===== config.mk =====
export PLATFORM = sky130hd
export DESIGN_NAME = upsample_2x
export DESIGN_NICKNAME = d
export VERILOG_FILES = /design/src/rtl/upsample_pkg.sv /design/src/rtl/upsample_line_buf.sv /design/src/rtl/upsample_2x.sv
export SDC_FILE = /design/constraint.sdc
export NUM_CORES = 1
export LEC_CHECK = 0
export CAP_MARGIN = 5
export CORE_MARGIN = 3
export CORE_UTILIZATION = 50
export CTS_CLUSTER_SIZE = 30
export DETAILED_ROUTE_END_ITERATION = 16
export PLACE_DENSITY = 0.66
export SLEW_MARGIN = 20
export SYNTH_ARGS = -nofsm -noshare
export SYNTH_HDL_FRONTEND = slang
export SYNTH_SLANG_ARGS = --single-unit

===== constraint.sdc =====
create_clock -name CLK -period 5.3 [get_ports CLK]
set_input_delay 0.53 -clock CLK [delete_from_list [all_inputs] [get_ports CLK]]
set_output_delay 0.53 -clock CLK [all_outputs]
set_load 0.05 [all_outputs]

===== src/rtl/upsample_pkg.sv =====
// Shared types and width helpers for the 2x nearest-neighbour upsampler.
package upsample_pkg;

    typedef enum logic {
        LIVE   = 1'b0,
        REPLAY = 1'b1
    } mode_e;

    function automatic int col_w(input int in_cols);
        return $clog2(in_cols);
    endfunction

    function automatic int row_w(input int in_rows);
        return $clog2(in_rows);
    endfunction

endpackage


===== src/rtl/upsample_line_buf.sv =====
// One-line pixel store: synchronous write, asynchronous read, no reset.
module upsample_line_buf #(
    parameter int DATA_WIDTH = 16,
    parameter int IN_COLS    = 16,
    parameter int COL_W      = 4
) (
    input  logic                  CLK,
    input  logic                  we,
    input  logic [COL_W-1:0]      waddr,
    input  logic [DATA_WIDTH-1:0] wdata,
    input  logic [COL_W-1:0]      raddr,
    output logic [DATA_WIDTH-1:0] rdata
);

    logic [DATA_WIDTH-1:0] mem_q [IN_COLS];

    // Line storage write port
    always_ff @(posedge CLK) begin
        if (we) begin
            mem_q[waddr] <= wdata;
        end
    end

    assign rdata = mem_q[raddr];

endmodule


===== src/rtl/upsample_2x.sv =====
// Streaming 2x nearest-neighbour upsampler (valid/ready in and out).
// Define UPSAMPLE_EOL_EN to add the data_out_eol end-of-line output.
module upsample_2x
    import upsample_pkg::*;
#(
    parameter int DATA_WIDTH = 16,
    parameter int IN_COLS    = 16,
    parameter int IN_ROWS    = 16
) (
    input  logic                  CLK,
    input  logic                  RESET,
    input  logic                  data_in_valid,
    input  logic [DATA_WIDTH-1:0] data_in_data,
    output logic                  data_in_ready,
    output logic                  data_out_valid,
    output logic [DATA_WIDTH-1:0] data_out_data,
    input  logic                  data_out_ready
`ifdef UPSAMPLE_EOL_EN
    ,
    output logic                  data_out_eol
`endif
);

    localparam int COL_W = col_w(IN_COLS);
    localparam int ROW_W = row_w(IN_ROWS);
    localparam logic [COL_W-1:0] COL_LAST = COL_W'(IN_COLS - 1);

    mode_e             mode_q, mode_d;
    logic [COL_W-1:0]  col_q, col_d;
    logic              phase_q, phase_d;
    logic [ROW_W-1:0]  row_q, row_d;
    logic              buf_we_s;
    logic              ofire_s;
    logic [DATA_WIDTH-1:0] buf_rdata_s;

    upsample_line_buf #(
        .DATA_WIDTH (DATA_WIDTH),
        .IN_COLS    (IN_COLS),
        .COL_W      (COL_W)
    ) u_line_buf (
        .CLK   (CLK),
        .we    (buf_we_s),
        .waddr (col_q),
        .wdata (data_in_data),
        .raddr (col_q),
        .rdata (buf_rdata_s)
    );

    // Handshake outputs: LIVE passes the input through, REPLAY reads the buffer
    always_comb begin
        data_in_ready  = 1'b0;
        data_out_valid = 1'b0;
        data_out_data  = '0;
        if (RESET) begin
            data_in_ready  = 1'b0;
            data_out_valid = 1'b0;
        end else if (mode_q == LIVE) begin
            data_out_valid = data_in_valid;
            data_out_data  = data_in_data;
            data_in_ready  = data_out_ready & phase_q;
        end else begin
            data_out_valid = 1'b1;
            data_out_data  = buf_rdata_s;
        end
    end

    assign ofire_s = data_out_valid & data_out_ready;

    // Counter and mode next-state; phase 0 of LIVE captures the pixel for replay
    always_comb begin
        mode_d   = mode_q;
        col_d    = col_q;
        phase_d  = phase_q;
        row_d    = row_q;
        buf_we_s = 1'b0;
        if (ofire_s) begin
            if (!phase_q) begin
                phase_d  = 1'b1;
                buf_we_s = (mode_q == LIVE);
            end else begin
                phase_d = 1'b0;
                col_d   = col_q + 1'b1;
                if (col_q == COL_LAST) begin
                    if (mode_q == LIVE) begin
                        mode_d = REPLAY;
                    end else begin
                        mode_d = LIVE;
                        row_d  = row_q + 1'b1;
                    end
                end else begin
                    mode_d = mode_q;
                end
            end
        end else begin
            buf_we_s = 1'b0;
        end
    end

    // State registers
    always_ff @(posedge CLK) begin
        if (RESET) begin
            mode_q  <= LIVE;
            col_q   <= '0;
            phase_q <= 1'b0;
            row_q   <= '0;
        end else begin
            mode_q  <= mode_d;
            col_q   <= col_d;
            phase_q <= phase_d;
            row_q   <= row_d;
        end
    end

`ifdef UPSAMPLE_EOL_EN
    assign data_out_eol = data_out_valid & (col_q == COL_LAST) & phase_q;
`endif

endmodule


# After elaboration in Yosys (flattened, before gate mapping)
# Memories as Yosys holds them, arrays and structs flattened. A register that Yosys moved wholly into a read port is not among the register bits.
# Index checks and enable logic that the tools add are counted.
[totals]
out_inout_bits = 18
register_bits = 6
mem_bits_rw = 256
input_bits = 20
mem_count = 1
[op_classes]
eq_ne = 1
n_addsub = 1
reduce_logical = 2
muxes = 14
bitwise = 3
[memory_table]
columns = ["name", "words", "word_bits", "read_ports", "rd_clocked_by_memory_dff", "wr", "line", "text"]
rows = [
  ["u_line_buf.mem_q", 16, 16, 1, 1, 1, "upsample_line_buf.sv:15", "logic [DATA_WIDTH-1:0] mem_q [IN_COLS];"],
]
[op_table]
columns = ["operator", "n"]
rows = [
  ["$mux W16", 2],
  ["$mux W1", 10],
  ["$mux W4", 2],
  ["$add A4 B1 Y4 const B", 1],
  ["$eq A4 B4 Y1 const B", 1],
  ["$reduce_and A3 Y1", 1],
  ["$and A1 B1 Y1", 2],
  ["$reduce_and A2 Y1", 1],
  ["$not A1 Y1", 1],
]

# Depth between registers and ports, before layout
# Gate-level depths: netlist (run 1).
[logic_depth]
depth_word = 6
ltp_mapped = 6

# Cells and area by module
# Synthesis (run 1) repeated with hierarchy kept, for this count alone.
[unflattened]
hier_cells = 486
hier_area_um2 = 10271.1
[modules_own_cells]
columns = ["mod", "seq_area_each_um2", "cells_each", "area_each_um2", "n_inst"]
rows = [
  ["upsample_line_buf", 7687.4, 416, 9723.1, 1],
  ["upsample_2x", 120.1, 70, 548.0, 1],
]

# Worst setup path after synthesis (run 1)
# No wires, ideal clock.
[synth_path]
path_kind = "input to register"
startpoint = "input RESET"
endpoint = "memory u_line_buf.mem_q[2][0] (enable)"
setup_slack_ps = 2720
stages = 4
path_buffers = 0
arrival_ps = 2171
setup_time_ps = 409
path_cell_list = "nor2_4 -> and4b_1 -> nand2_1 -> nor3_1"
[synth_via]
elab_chain_len = 5
[synth_lines]
columns = ["item", "line", "text"]
rows = [
  ["start: declaration", "upsample_2x.sv:11", "input logic RESET,"],
  ["$mux W1", "upsample_2x.sv:54", "if (RESET) begin"],
  ["$and A1 B1 Y1", "upsample_2x.sv:67", "assign ofire_s = data_out_valid & data_out_ready;"],
  ["$mux W1", "upsample_2x.sv:76", "if (ofire_s) begin"],
  ["$mux W1", "upsample_line_buf.sv:19", "if (we) begin"],
  ["$mux W1 (not written as such)", "upsample_line_buf.sv:20", "mem_q[waddr] <= wdata;"],
  ["end: declaration", "upsample_line_buf.sv:15", ""],
]
# Every way passes these cells.

# Worst setup path after layout (run 1)
[layout_path]
startpoint = "input RESET"
endpoint = "output data_out_data[15]"
[layout_via]
elab_chain_len = 1
[layout_lines]
columns = ["item", "line", "text"]
rows = [
  ["$mux W16", "upsample_2x.sv:54", ""],
  ["end: declaration", "upsample_2x.sv:16", "output logic [DATA_WIDTH-1:0] data_out_data,"],
]
# Every way passes these cells.

==> metrics.txt, run 1 <==
status=finished clean; gr ovfl total=0; fin crit share=79.6%; kind of critical path=in -> out; Chip Width=152 µm; initial antenna violation count=1; CP max stage delay=0.93 ns; startpoint types=primary input; Max Cap Viol=0; clock slew at reported path FFs=0.06 ns; Detailed Route WL=22600 µm; HPWL Detailed=12600 µm; flop-to-flop setup slack=2.56 ns; max-slew violations=0; IO Count=38; clk_skew=0.0219 ns; Layout area overhead=13.0%; DIE AREA=0.0232 mm²; Synth cell types=31; Vert. Die Dim=152 µm; cells after synthesis=638; DRC=0; post-synthesis average cell area=16.8 µm²; clock latency on the worst-skew pair=0.54 ns; CTS sink count=266; Seq cells post-synth=266; share of cells above drive strength 1=11.2%; # resized after CTS=0; CTS tree=built; final setup vio count=0; core region area=0.0206 mm²; cell family with most CP delay=buffers and inverters; Tmin final=4.22 ns; CTS Buffer Depth=3; vias in the first global route=5709; antenna-violating nets left=0; ANT cells=0; Placed Area=0.0113 mm²; Setup Fix Bufs, Post-CTS=0; critical-path cell list=clkdlybuf4s50_1, nand3b_1, a21oi_1, nand3_1, nand3_1, clkdlybuf4s50_1; setup TNS=0 ns; Data arrival, critical path=3.69 ns; VDD IR max=0.224 mV; Slew headroom=31.9%; LEAKAGE=3.68 nW; FP Rows=52; power after layout=4.10 mW; worst-margin pin slew=1.02 ns; CTS H-tree depth=1; Cell Pwr Density=339 mW/mm²; pin count of the biggest net entering global routing=57; Req. time, crit path=4.77 ns; Synth warnings=0; via count=5610; hold buffer count at CTS=0; first-pass GRT wire length=34200 µm; IO buf count=37; RSZ-0062 raised after global routing=false; Starting Density=51.9%; global-route usage over all layers=19.2%; crit-path max FO=16; detail-routed via count per cell=5.75; WL per Instance=23.1 µm; Worst path slowest cell=nand3b_1; Max Fclk=0.237 GHz; total CTS buffers=26; CTS root buf=clkbuf_16; Nets=711; CP endpoint kind=primary output; Syn Nets=662; Final Hold Fails=0; register area share after synthesis=73.7%; Finished Cell Area=0.0121 mm²; RePlAce Congestion=0.776; drt pass-1 iters=5; Hold Crit Class=reg -> reg; Buf/Inv on CP=2; synthesized area=0.0107 mm²; Starting DRT DRC Count=490
==> worst reg2reg max path, stage by stage, from the launching register on <==
cell	delay (ns)
dfxtp_1	0.42
nor2_4	0.51
and4b_1	0.35
nand2_1	0.22
nor3_2	0.56
buf_4	0.36
==> sequential cells by signal, indices dropped and copies added (netlist names), named ones only <==
signal and cells:
col_q 4, mode_q 1, u_line_buf.mem_q 256, phase_q 1
==> area by class of cell <==
type | instances | area [µm²]
Fill cell | 1511 | 8520
Sequential cell | 266 | 7890
Multi-Input combinational cell | 332 | 2550
Clock buffer | 38 | 696
Timing Repair Buffer | 57 | 533
Tap cell | 270 | 338
Clock inverter | 9 | 76.3
Inverter | 4 | 15.0
==> power by group <==
group | total, mW | internal (mW) | switching, mW
sequential | 2.31 | 2.31 | 0.00178
combinational | 0.108 | 0.0320 | 0.0758
clock | 1.68 | 0.956 | 0.725
==> placed cells by master (no fill, tap or decap), drive strengths merged, types with 4 or more instances in the layout <==
cell           instances
xnor2                  4
a22oi                 48
ha                     4
inv                    4
nand2                 38
clkbuf                38
clkdlybuf4s50         37
clkinv                 8
mux2i                129
nor2                  25
edfxtp               256
buf                   20
nor3                   7
nand3                 49
a21oi                 16
dfxtp                 10
==> kinds of logic after synthesis <==
group | synth area share (%)
DFF | 73.7
and+or+nand+nor | 5.96
buffers and inverters | 3.11
adders and majority gates | 0.467
muxes | 12.1
xor gates and xnor gates | 0.409
AOI/OAI and AO/OA | 4.34
==> final timing paths <==
path / start / endpoint / depth (start not counted)
setup / recovery: RESET / data_out_data[15] / 6
hold / removal: phase_q$_SDFFE_PP0N_ / phase_q$_SDFFE_PP0N_ / 2
setup reg to reg: mode_q$_SDFFE_PP0P_ / u_line_buf.mem_q[3][5]$_DFFE_PP_ / 5
hold reg to reg: phase_q$_SDFFE_PP0N_ / phase_q$_SDFFE_PP0N_ / 2
==> Yosys cell counts <==
master      n  area [µm²]
edfxtp_1  256        7690
mux2i_1   129        1290
nand3_1    49         245
a22oi_1    48         360
nand2_1    38         143
nor2_1     24        90.1
a21oi_1    16        80.1
buf_2      12        60.1
dfxtp_1    10         200
clkbuf_1    8        30.0
buf_12      5         100
nor3_2      5        50.1
buf_6       4        45.0
buf_8       4        60.1
ha_1        4        50.1
xnor2_1     4        35.0
buf_4       3        22.5
inv_1       3        11.3
nand2b_1    2        12.5
nor2b_1     2        12.5
nor3_1      2        10.0
and2_1      1        6.26
and4b_1     1        10.0
inv_2       1        3.75
nand3b_1    1        7.51
nor2_4      1        11.3
nor3b_4     1        18.8
nor4_4      1        21.3
o21ai_1     1        5.00
o21bai_4    1        18.8
xor2_1      1        8.76
==> stage by stage <==
stage | hold slack, ns | std cells | worst slack (ns) | util [%]
floorplan | 0.494 | 638 | 2.72 | -
global placement | 0.514 | 929 | 1.20 | 54.8
finish | 0.552 | 976 | 1.08 | 58.7
detailed placement | 0.530 | 929 | 1.12 | 54.9
global route | 0.609 | 976 | 0.916 | 58.7
CTS | 0.551 | 976 | 1.10 | 58.6
==> metal layers <==
layer / vias up / global-route usage, % / wire length, µm
li1: 2579 / - / -
met1: 2820 / 26.7 / 9840
met2: 172 / 31.4 / 10900
met3: 37 / 3.55 / 1400
met4: 2 / 5.48 / 465
met5: - / 0 / 13
(Power assumes the default switching activity.)
==> run 2, diff against run 1 <==
Clock period 5.3 ns to 4.2 ns, I/O delays scaled along.
==> run 2 against run 1 <==
Net effect: largest cell class unchanged; highest routed layer unchanged; register-to-register slack worse by 0.94 ns; global-route usage is 0.30 points higher; setup slack worse by 0.38 ns; core utilization is 0.98 points higher; design area is 1.7% higher; count of clock-buffer cells in the layout is 9 lower; routed wire length is 1.1% higher; sequential share of layout area is 1.1 points lower; largest power group unchanged; critical endpoint is now data_out_data[1]; critical path depth stayed put; combinational power is 31% higher; flip-flop and latch count stayed put; clock power is 39% higher.
==> metrics.txt, run 2 (same netlist as run 1, synthesis figures left out) <==
CTS tree=built; Tmin final=3.49 ns; WL per Instance=23.0 µm; CTS Buffer Depth=3; HPWL Detailed=13400 µm; Starting DRT DRC Count=500; Starting Density=51.9%; total CTS buffers=26; RR Endpoint=u_line_buf.mem_q[10][10]$_DFFE_PP_; core region area=0.0206 mm²; first-pass GRT wire length=34700 µm; Data arrival, critical path=3.07 ns; VDD IR max=0.414 mV; Max Fclk=0.286 GHz; DIE AREA=0.0232 mm²; RSZ-0062 raised after global routing=false; most frequent cells in the layout=256 x edfxtp_1, 129 x mux2i_1, 49 x nand3_1, 48 x a22oi_1, 38 x nand2_1; max reg flops=256; fin crit share=83.2%; gr ovfl total=0; Chip Width=152 µm; pin count of the biggest net entering global routing=53; max-slew violations=0; Top reg by flops=u_line_buf.mem_q; flop-to-flop setup slack=1.62 ns; CTS H-tree depth=1; vias in the first global route=5839; hold buffer count at CTS=0; ANT cells=0; LEAKAGE=3.81 nW; kind of critical path=reg -> out; Vert. Die Dim=152 µm; setup TNS=0 ns; RePlAce Congestion=0.823; CTS sink count=266; top flop regs=u_line_buf.mem_q: 256 flops, col_q: 4 flops; Cell Pwr Density=438 mW/mm²; R2R depth=5; CTS root buf=clkbuf_16; critical-path cell list=buf_4, mux2i_1, a22oi_1, nand3_1, nand3_1, clkdlybuf4s50_1; FP Rows=52; DRC=0; power after layout=5.39 mW; initial antenna violation count=1; detail-routed via count per cell=5.83; CP endpoint kind=primary output; Layout area overhead=14.9%; most common cell after layout, fill and taps aside=edfxtp_1; crit-path max FO=21; Max Cap Viol=0; Nets=726; Final Hold Fails=0; hold path depth=2; worst-margin pin slew=0.688 ns; cell family with most CP delay=buffers and inverters; placed insts=944; status=finished clean; # resized after CTS=0; Critical Path Most Common Cell=nand3_1; Hold Path Origin=phase_q$_SDFFE_PP0N_; Worst R2R Start=mode_q$_SDFFE_PP0P_; hold path endpoint=phase_q$_SDFFE_PP0N_; Buf/Inv on CP=2; startpoint types=register; Setup Fix Bufs, Post-CTS=0; Hold Crit Class=reg -> reg; IO buf count=37; Finished Layout Cells=992; final setup vio count=0; clock latency on the worst-skew pair=0.52 ns; via count=5779; IO Count=38; Placed Area=0.0114 mm²; drt pass-1 iters=5; Req. time, crit path=3.78 ns; share of cells above drive strength 1=13.7%; Slew headroom=54.1%; antenna-violating nets left=0; Detailed Route WL=22800 µm; clk_skew=0.00780 ns; global-route usage over all layers=19.5%; clock slew at reported path FFs=0.06 ns; Worst path slowest cell=clkdlybuf4s50_1; Finished Cell Area=0.0123 mm²; CP max stage delay=0.83 ns
==> run 2: how the worst max path moves through the flow <==
stage                   startpoint                                end  slack (ns)  cells after the start
6_report                  register                   data_out_data[1]        0.71                      6
5_1_grt                   register                   data_out_data[4]        0.56                      6
4_1_cts                   register                   data_out_data[5]        0.65                      6
3_5_place_dp                 RESET  u_line_buf.mem_q[10][6]$_DFFE_PP_        0.83                      6
3_3_place_gp                 RESET                   data_out_data[5]        0.92                      7
2_1_floorplan  mode_q$_SDFFE_PP0P_   u_line_buf.mem_q[2][0]$_DFFE_PP_        1.68                      5
==> run 2: per-layer routing <==
layer  routed length [µm]  vias up  track usage (%)
li1                     -     2612                -
met1                10200     2920             28.7
met2                10500      204             30.1
met3                 1430       41             3.01
met4                  654        2             6.38
met5                   13        -                0
==> run 2: power by group <==
part,switching (mW),internal [mW],leakage [nW]
sequential,0.00228,2.91,2.38
clock,0.924,1.41,0.425
combinational,0.0991,0.0421,1.00
total,1.03,4.36,3.81
==> run 2: worst register-to-register path: cells and delay by family, from the launching register on <==
kind | cells | cell delay, ns
DFF | 1 | 0.42
buffers and inverters | 1 | 0.30
and+or+nand+nor | 4 | 1.55
==> run 2: layout make-up <==
| cell class | instances | area, µm² |
|---|---|---|
| sequential | 266 | 7890 |
| fill | 1511 | 8320 |
| clock buffer | 29 | 683 |
| timing repair buffer | 72 | 658 |
| clock inverter | 19 | 186 |
| tap | 270 | 338 |
| inverter | 4 | 15.0 |
| multi-input combinational | 332 | 2530 |
==> run 2: stage by stage <==
stage / utilization (%) / hold WS, ns / setup slack, ns
detailed placement: 55.4 / 0.517 / 0.831
finish: 59.6 / 0.534 / 0.706
global route: 59.6 / 0.617 / 0.562
CTS: 59.6 / 0.537 / 0.649
global placement: 55.4 / 0.525 / 0.923
floorplan: - / 0.494 / 1.68
==> run 3, diff against run 2 <==
Settings changed: PLACE_DENSITY 0.66 to 0.69.
Clock period 4.2 ns to 2.82 ns, I/O delays scaled along.
==> run 3 against run 2 <==
Net effect: via count up 1.8%; core utilization up 1.6 points; die area unchanged; combinational power up 89%; critical path depth unchanged; register-to-register slack worse by 0.69 ns.
==> metrics.txt, run 3 (same netlist as run 1, synthesis figures left out) <==
most frequent cells in the layout=256 x edfxtp_1, 129 x mux2i_1, 54 x buf_4, 49 x nand3_1, 48 x a22oi_1; IO Count=38; share of cells above drive strength 1=18.1%; vias in the first global route=6117; Req. time, crit path=2.54 ns; startpoint types=register; VDD IR max=0.442 mV; Final Hold Fails=0; total CTS buffers=26; Worst path slowest cell=buf_12; IO buf count=37; Detailed Route WL=22600 µm; FP Rows=52; crit-path max FO=71; ANT cells=0; Setup Fix Bufs, Post-CTS=0; max-slew violations=0; most common cell after layout, fill and taps aside=edfxtp_1; Max Fclk=0.384 GHz; via count=5883; CP endpoint kind=primary output; R2R depth=5; clock slew at reported path FFs=0.06 ns; Slew headroom=64.6%; max reg flops=256; Top reg by flops=u_line_buf.mem_q; RePlAce Congestion=0.855; global-route usage over all layers=19.5%; Nets=749; CP max stage delay=0.40 ns; first-pass GRT wire length=35200 µm; CTS tree=built; WL per Instance=22.2 µm; hold path depth=4; DIE AREA=0.0232 mm²; Worst R2R Start=mode_q$_SDFFE_PP0P_; worst-margin pin slew=0.531 ns; setup TNS=0 ns; # resized after CTS=0; fin crit share=92.3%; Starting Density=51.9%; Layout area overhead=18.0%; clk_skew=0.0139 ns; final setup vio count=0; Tmin final=2.60 ns; HPWL Detailed=14300 µm; Chip Width=152 µm; DRC=0; clock latency on the worst-skew pair=0.52 ns; RR Endpoint=u_line_buf.mem_q[12][11]$_DFFE_PP_; Vert. Die Dim=152 µm; detail-routed via count per cell=5.80; drt pass-1 iters=5; Starting DRT DRC Count=550; hold buffer count at CTS=0; LEAKAGE=3.99 nW; pin count of the biggest net entering global routing=72; critical-path cell list=buf_12, mux2i_1, a22oi_1, nand3_1, nand3_1, buf_12; CTS H-tree depth=1; RSZ-0062 raised after global routing=false; CTS root buf=clkbuf_16; top flop regs=u_line_buf.mem_q: 256 flops, col_q: 4 flops; gr ovfl total=0; kind of critical path=reg -> out; Cell Pwr Density=630 mW/mm²; Hold Slack=0.504 ns; worst setup path end=data_out_data[2]; Hold Crit Class=in -> reg; Placed Area=0.0118 mm²; flop-to-flop setup slack=0.93 ns; status=finished clean; antenna-violating nets left=0; CTS Buffer Depth=3; Finished Cell Area=0.0126 mm²; core region area=0.0206 mm²; initial antenna violation count=0; CTS sink count=266; Data arrival, critical path=2.32 ns; Max Cap Viol=0
run 3: cell count changes in the layout (fill, tap and decap cells not counted):
cell             before  now
clkbuf_1              2    6
clkinv_1              9    7
buf_12                2   20
nor3_2                6    4
bufinv_16             4    3
buf_4                33   54
clkinv_2              5    4
clkdlybuf4s50_1      37   21
nor3_4                0    2
clkinvlp_4            1    0
run 3: cell type report:
cell class	count	area [µm²]
Clock inverter	14	136
Inverter	4	15.0
Tap cell	270	338
Fill cell	1493	7990
Multi-Input combinational cell	332	2540
Clock buffer	33	698
Timing Repair Buffer	95	1020
Sequential cell	266	7890
run 3: power breakdown:
group | total [mW] | leakage (nW) | switching [mW] | internal [mW]
clock network | 3.36 | 0.409 | 1.35 | 2.01
registers | 4.34 | 2.38 | 0.00379 | 4.34
logic | 0.266 | 1.20 | 0.164 | 0.102
run 3: critical path: cells and delay by family (launching register included):
family | cells | cell delay, ns
compound gates | 1 | 0.10
buf+inv | 2 | 0.60
flops | 1 | 0.38
mux | 1 | 0.25
simple gates | 2 | 0.40
run 3: worst min path at each step:
stage	from	endpoint	slack, ns
6_report	data_out_ready	phase_q$_SDFFE_PP0N_	0.50
5_1_grt	data_in_data[5]	u_line_buf.mem_q[9][5]$_DFFE_PP_	0.53
4_1_cts	data_out_ready	phase_q$_SDFFE_PP0N_	0.48
3_5_place_dp	phase_q$_SDFFE_PP0N_	phase_q$_SDFFE_PP0N_	0.54
3_3_place_gp	phase_q$_SDFFE_PP0N_	phase_q$_SDFFE_PP0N_	0.53
2_1_floorplan	data_in_data[0]	u_line_buf.mem_q[0][0]$_DFFE_PP_	0.38
run 3: per-layer routing:
| layer | GRT usage, % | share of wire, % | wire [µm] | up-vias |
|---|---|---|---|---|
| met5 | 0 | 0 | 0 | - |
| met4 | 6.89 | 3.0 | 670 | 0 |
| met3 | 3.95 | 7.1 | 1610 | 50 |
| met2 | 31.6 | 48 | 10900 | 238 |
| met1 | 26.7 | 42 | 9390 | 2930 |
| li1 | - | - | - | 2665 |
run 3: stage by stage:
step	worst slack (ns)	instances	util, %	total power, mW
floorplan	0.304	638	-	4.51
CTS	0.201	1014	61.3	8.04
finish	0.218	1014	61.3	7.97
global placement	0.423	967	57.2	4.68
global route	0.0821	1014	61.3	8.22
detailed placement	0.385	967	57.2	4.69
==> edit 1, RTL diff (settings of run 2) <==
Build with the macro `UPSAMPLE_EOL_EN` defined.
--- a/src/rtl/upsample_2x.sv
+++ b/src/rtl/upsample_2x.sv
@@ -2,2 +2,4 @@
 // Define UPSAMPLE_EOL_EN to add the data_out_eol end-of-line output.
+`define UPSAMPLE_EOL_EN
+
 module upsample_2x
Check against the original RTL (old outputs only; new: data_out_eol): equivalent (equiv_simple and equiv_induct, registers matched by name and starting in step).
==> edit 1 against run 2 <==
  * First-iteration DRC count fell by 18%
  * Routed wire length decreased by 0.10%
  * Via count shrank 0.66%
  * Final area is 0.86% lower
  * Final cell count decreased by 0.91%
  * Non-clock buffer count shrank 7
  * Area after synthesis shrank 0.25%
  * Total power fell by 2.1%
  * Sequential cell count stayed put
  * Setup slack got worse by 0.11 ns
  * Sequential power is essentially flat
  * Largest power group unchanged
  * Highest routed layer unchanged
==> edit 1: results (changes against run 2) <==
Routing
  – Starting DRT DRC Count: 412 (-18%)
  – Total Wirelength: 22800 microns (-0.10%)
  – Total via count after detailed routing: 5741 (-0.66%)
  – First drt pass iteration count: 4 (-1)

Outcome
  – Run status: finished, final reports clean

Synth
  – Fraction of the mapped netlist area in adder cells: 0.00469 (+0.0000115)
  – Largest cells by area after synthesis: sky130_fd_sc_hd__edfxtp_1 72%, sky130_fd_sc_hd__mux2i_1 12%, sky130_fd_sc_hd__a22oi_1 3.4%, sky130_fd_sc_hd__nand3_1 2.3%, sky130_fd_sc_hd__dfxtp_1 1.9%
  – Fraction of the yosys area taken by sequential cells: 0.738 (+0.00181)
  – Number of different library cells in the post-synthesis netlist: 32 (+3.2%)
  – Fraction of synthesized area in multiplexers: 0.121 (+0.000297)
  – Yosys synthesis warning count: 0 (unchanged)
  – Xor and xnor area share after synthesis: 0.00410 (+0.0000101)
  – Synthesized netlist net count: 661 (-0.15%)
  – Area fraction in compound gates after synthesis: 0.0422 (-0.00118)
  – Area share of the largest cell type after synthesis: 0.720 (+0.00177)

Placement
  – Port Buffer Count: 38 (+2.7%)
  – Detailed-placement wirelength estimate: 13000 microns (-3.2%)
  – Post-detailed-placement cell area: 0.0114 sq mm (-0.45%)
  – Worst-case setup slack after placement: 0.864 ns (+0.0330 ns)
  – Final weighted congestion of routability-driven global placement: 0.787 (-4.4%)

Clock network
  – TritonCTS Buffers: 27 (+3.8%)
  – Clock slew at reported path FFs: 0.06 ns (about the same)

GRT
  – Global-route wire length before repair: 34500 microns (-0.58%)
  – Largest net degree at the start of global routing: 44 (-17%)
  – Number of global-route vias before repair: 5784 (-0.94%)
  – Global router's overall resource usage: 0.193 (-0.00154)

STA
  – Max transition margin: 0.278 (-0.263)
  – Smallest hold slack: 0.633 ns (+0.0986 ns)
  – Post-route worst setup slack: 0.596 ns (-0.110 ns)
  – Worst-case clock skew: 0.00578 ns (-0.00202 ns)

Layout
  – Post-layout nets: 719 (-0.96%)
  – Share of cells above drive strength 1: 0.116 (-0.0207)
  – Count of antenna diodes in the layout: 0 (unchanged)
  – Filler cell count: 1528 (+1.1%)

Critical path
  – Register-to-register setup slack: 1.70 ns (+0.08 ns)
  – Endpoint of the lowest-slack register-to-register path: u_line_buf.mem_q[1][9]
  – CP max stage delay: 0.85 ns (+0.02 ns)
  – Critical Path AT: 3.18 ns (+0.11 ns)

Power
  – Worst IR drop on VDD: 0.365 mV (-12%)
  – Pleak: 3.74 nW (-2.0%)

Worst hold path
  – Hold_sp: mode_q
-- edit 1: cell count changes after synthesis, sizes merged, moves of 2 or more --
cell / delta
nor3: -3
nand4: +2
inv: -2
xor2: +3
xnor2: -3
and3: +2
-- edit 1: how the worst min path moves through the flow --
stage | endpoint
finish | mode_q
global route | u_line_buf.mem_q[15][5]
CTS | mode_q
detailed placement | mode_q
global placement | mode_q
floorplan | u_line_buf.mem_q[0][0]
-- edit 1: layout make-up --
type	instances	area, sq um	share of cell area
inverter	2	7.51	0.000616
timing repair buffer	65	608	0.0499
clock inverter	12	109	0.00893
tap	270	338	0.0277
sequential	266	7890	0.647
clock buffer	35	706	0.0579
multi-input combinational	333	2540	0.208
-- edit 1: stage by stage --
| step | util | cells |
|---|---|---|
| floorplan | - | 637 |
| global placement | 0.552 | 936 |
| detailed placement | 0.552 | 936 |
| CTS | 0.591 | 983 |
| global route | 0.591 | 983 |
| finish | 0.591 | 983 |
-- edit 1: power by group --
part	internal, W	leakage [nW]	switching [W]
Sequential	0.00291	2.38	0.00000241
Clock	0.00130	0.392	0.000926
Combinational	0.0000409	0.961	0.0000950
Total	0.00425	3.74	0.00102
-- edit 1: per-layer routing --
metal / vias up / wire [microns] / track usage
met5: - / 13 / 0
met4: 2 / 507 / 0.0488
met1: 2888 / 9660 / 0.267
met3: 44 / 1390 / 0.0369
met2: 205 / 11200 / 0.321
li1: 2602 / - / -
-- edit 1: worst max-delay path, delay by kind of cell, from the launching register on --
| family | cells | cell delay [ns] |
|---|---|---|
| AO/OA/AOI/OAI | 1 | 0.23 |
| buffers and inverters | 2 | 1.22 |
| multiplexers | 1 | 0.12 |
| flip-flops | 1 | 0.72 |
| AND/OR/NAND/NOR | 2 | 0.32 |
==> edit 2, RTL diff (settings of run 2) <==
Made on the original files. Make the reset (`RESET`) asynchronous in one clocked block.
--- a/src/rtl/upsample_2x.sv
+++ b/src/rtl/upsample_2x.sv
@@ -99,3 +99,3 @@
     // State registers
-    always_ff @(posedge CLK) begin
+    always_ff @(posedge CLK or posedge RESET) begin
         if (RESET) begin
Function: same outputs for any inputs over 10 cycles, from zero or initial values and one cycle with RESET high; that may be too few to reach the edited logic, so the function may still have changed.
==> edit 2 against run 2 <==
  * Sequential share of layout area grew 0.84 points
  * Final area down 1.9%
  * Critical endpoint is now data_out_data[2]
  * Routed wire length rose by 0.42%
  * Area after synthesis down 2.1%
  * Synthesized cell count decreased by 14%
  * First-iteration DRC count shrank 6.4%
  * Sequential cell count decreased by 4
  * Via count decreased by 6.0%
  * Setup slack worse by 0.44 ns
Power is not compared: it rests on default switching activity, and its combinational part moved more than twofold at a synthesized area within 25%.
==> edit 2: results (changes against run 2) <==
Outcome
  – Run status: finished, final reports clean

Routing
  – Wirelength per Cell: 25.2 microns (+9.6%)
  – First drt pass iteration count: 6 (+1)
  – Starting DRT DRC Count: 468 (-6.4%)
  – Total via count after detailed routing: 5432 (-6.0%)
  – Vias per Instance: 5.98 (+2.6%)

Synth
  – Average instance area after synthesis: 19.1 sq um (+14%)
  – Largest cells by area after synthesis: sky130_fd_sc_hd__edfxtp_1 73%, sky130_fd_sc_hd__mux2i_1 6.5%, sky130_fd_sc_hd__mux4_2 6.2%, sky130_fd_sc_hd__nor2_1 1.8%, sky130_fd_sc_hd__dfrtp_1 1.4%
  – Leading cell types by count after synthesis: 256 x sky130_fd_sc_hd__edfxtp_1, 68 x sky130_fd_sc_hd__mux2i_1, 49 x sky130_fd_sc_hd__nor2_1
  – Post-synth EDFFs: 256 (unchanged)
  – Number of different library cells in the post-synthesis netlist: 37 (+19%)
  – Synthesized netlist net count: 574 (-13%)
  – Synth Flop Type: sky130_fd_sc_hd__edfxtp_1
  – Fraction of the yosys area taken by sequential cells: 0.748 (+0.0112)
  – Share of async-settable or async-resettable flops after synthesis: 0.0229 (+0.0229)
  – Yosys synthesis warning count: 0 (unchanged)

Placement
  – Post-detailed-placement cell area: 0.0113 sq mm (-1.4%)
  – Port Buffer Count: 37 (unchanged)
  – Final weighted congestion of routability-driven global placement: 0.894 (+8.7%)
  – Placed cell count: 865 (-8.4%)
  – Detailed-placement wirelength estimate: 14400 microns (+7.7%)

Clock network
  – TritonCTS Buffers: 26 (unchanged)
  – Resized Gates After CTS: 0 (unchanged)
  – CTS H-tree lvls: 1 (unchanged)
  – Clock Sinks: 262 (-1.5%)
  – Setup repair bufs after CTS: 0 (unchanged)
  – CTS max path bufs: 3 (unchanged)
  – Clk_lat worst skew: 0.52 ns (about the same)
  – Buffer type at the clock tree root: sky130_fd_sc_hd__clkbuf_16
  – Clock slew at reported path FFs: 0.06 ns (about the same)

Layout
  – Count of antenna diodes in the layout: 0 (unchanged)
  – Leading registers by flop count: u_line_buf.mem_q: 256 flops, col_q: 4 flops
  – Share of cells above drive strength 1: 0.210 (+0.0726)
  – Post-layout nets: 647 (-11%)
  – Filler cell count: 1502 (-0.60%)

STA
  – Setup violators final: 0 (unchanged)
  – Max transition margin: 0.476 (-0.0647)
  – Worst-case clock skew: 0.0139 ns (+0.00615 ns)

GRT
  – Largest net degree at the start of global routing: 46 (-13%)
  – Global-route wire length before repair: 34300 microns (-1.4%)
  – Global router's overall resource usage: 0.204 (+0.00901)
  – Antenna violations before repair: 0 (-1)

Critical path
  – Largest fanout of any net on the critical path: 24 (+14%)
  – Register-to-register setup slack: 1.42 ns (-0.20 ns)
  – Critical Path AT: 3.51 ns (+0.44 ns)

Power
  – Pleak: 3.99 nW
  – Worst IR drop on VDD: 0.372 mV

Die
  – Number of rows created at floorplan: 52 (unchanged)

Worst hold path
  – Min-Delay Path Class: input port to async pin
-- edit 2: power breakdown --
| part | switching [W] | total (W) | leakage [nW] | internal (W) |
|---|---|---|---|---|
| sequential | 0.000172 | 0.00310 | 2.37 | 0.00293 |
| clock | 0.000897 | 0.00218 | 0.392 | 0.00128 |
| combinational | 0.000735 | 0.00138 | 1.23 | 0.000640 |
-- edit 2: per-stage QoR --
step	hold slack (ns)	worst slack (ns)
floorplan	0.378	1.27
global placement	0.513	0.822
detailed placement	0.536	0.814
CTS	0.385	0.262
global route	0.434	0.186
finish	0.397	0.266
-- edit 2: cell type report --
| class | count | area [sq um] | area share |
|---|---|---|---|
| clock buffer | 32 | 694 | 0.0575 |
| clock inverter | 12 | 103 | 0.00850 |
| inverter | 3 | 11.3 | 0.000933 |
| multi-input combinational | 255 | 2420 | 0.200 |
| sequential | 262 | 7840 | 0.650 |
| tap | 270 | 338 | 0.0280 |
| timing repair buffer | 75 | 661 | 0.0547 |
-- edit 2: cells by family (layout without fill, tap and decap cells) --
logic type | after synthesis | after routing | share of synthesized area
flops | 262 | 262 | 0.748
mux | 99 | 99 | 0.131
simple gates | 82 | 82 | 0.0374
compound gates | 65 | 65 | 0.0494
buf+inv | 33 | 122 | 0.0255
xor+xnor | 5 | 5 | 0.00418
fa+ha+maj | 4 | 4 | 0.00478
-- edit 2: worst max-delay path, cell delays in order, from the launching register on --
cell and delay (ns):
sky130_fd_sc_hd__dfrtp_2 0.76, sky130_fd_sc_hd__buf_4 0.41, sky130_fd_sc_hd__mux4_2 0.25, sky130_fd_sc_hd__a22oi_1 0.10, sky130_fd_sc_hd__a311oi_1 0.55, sky130_fd_sc_hd__clkdlybuf4s50_1 0.92
-- edit 2: per-layer routing --
layer | wire length [microns] | GRT usage | vias up
met1 | 9390 | 0.283 | 2767
met4 | 465 | 0.0503 | 0
met5 | 0 | 0 | -
li1 | - | - | 2386
met3 | 1530 | 0.0347 | 41
met2 | 11500 | 0.341 | 238
-- edit 2: final timing paths --
check / end / from / cells after the start
min in group CLK: phase_q / phase_q / 1
max in group asynchronous: col_q[1] / RESET / 3
hold / removal: col_q[3] / RESET / 3
hold reg to reg: phase_q / phase_q / 1
setup / recovery: data_out_data[2] / col_q[2] / 5
setup reg to reg: u_line_buf.mem_q[7][4] / col_q[1] / 5
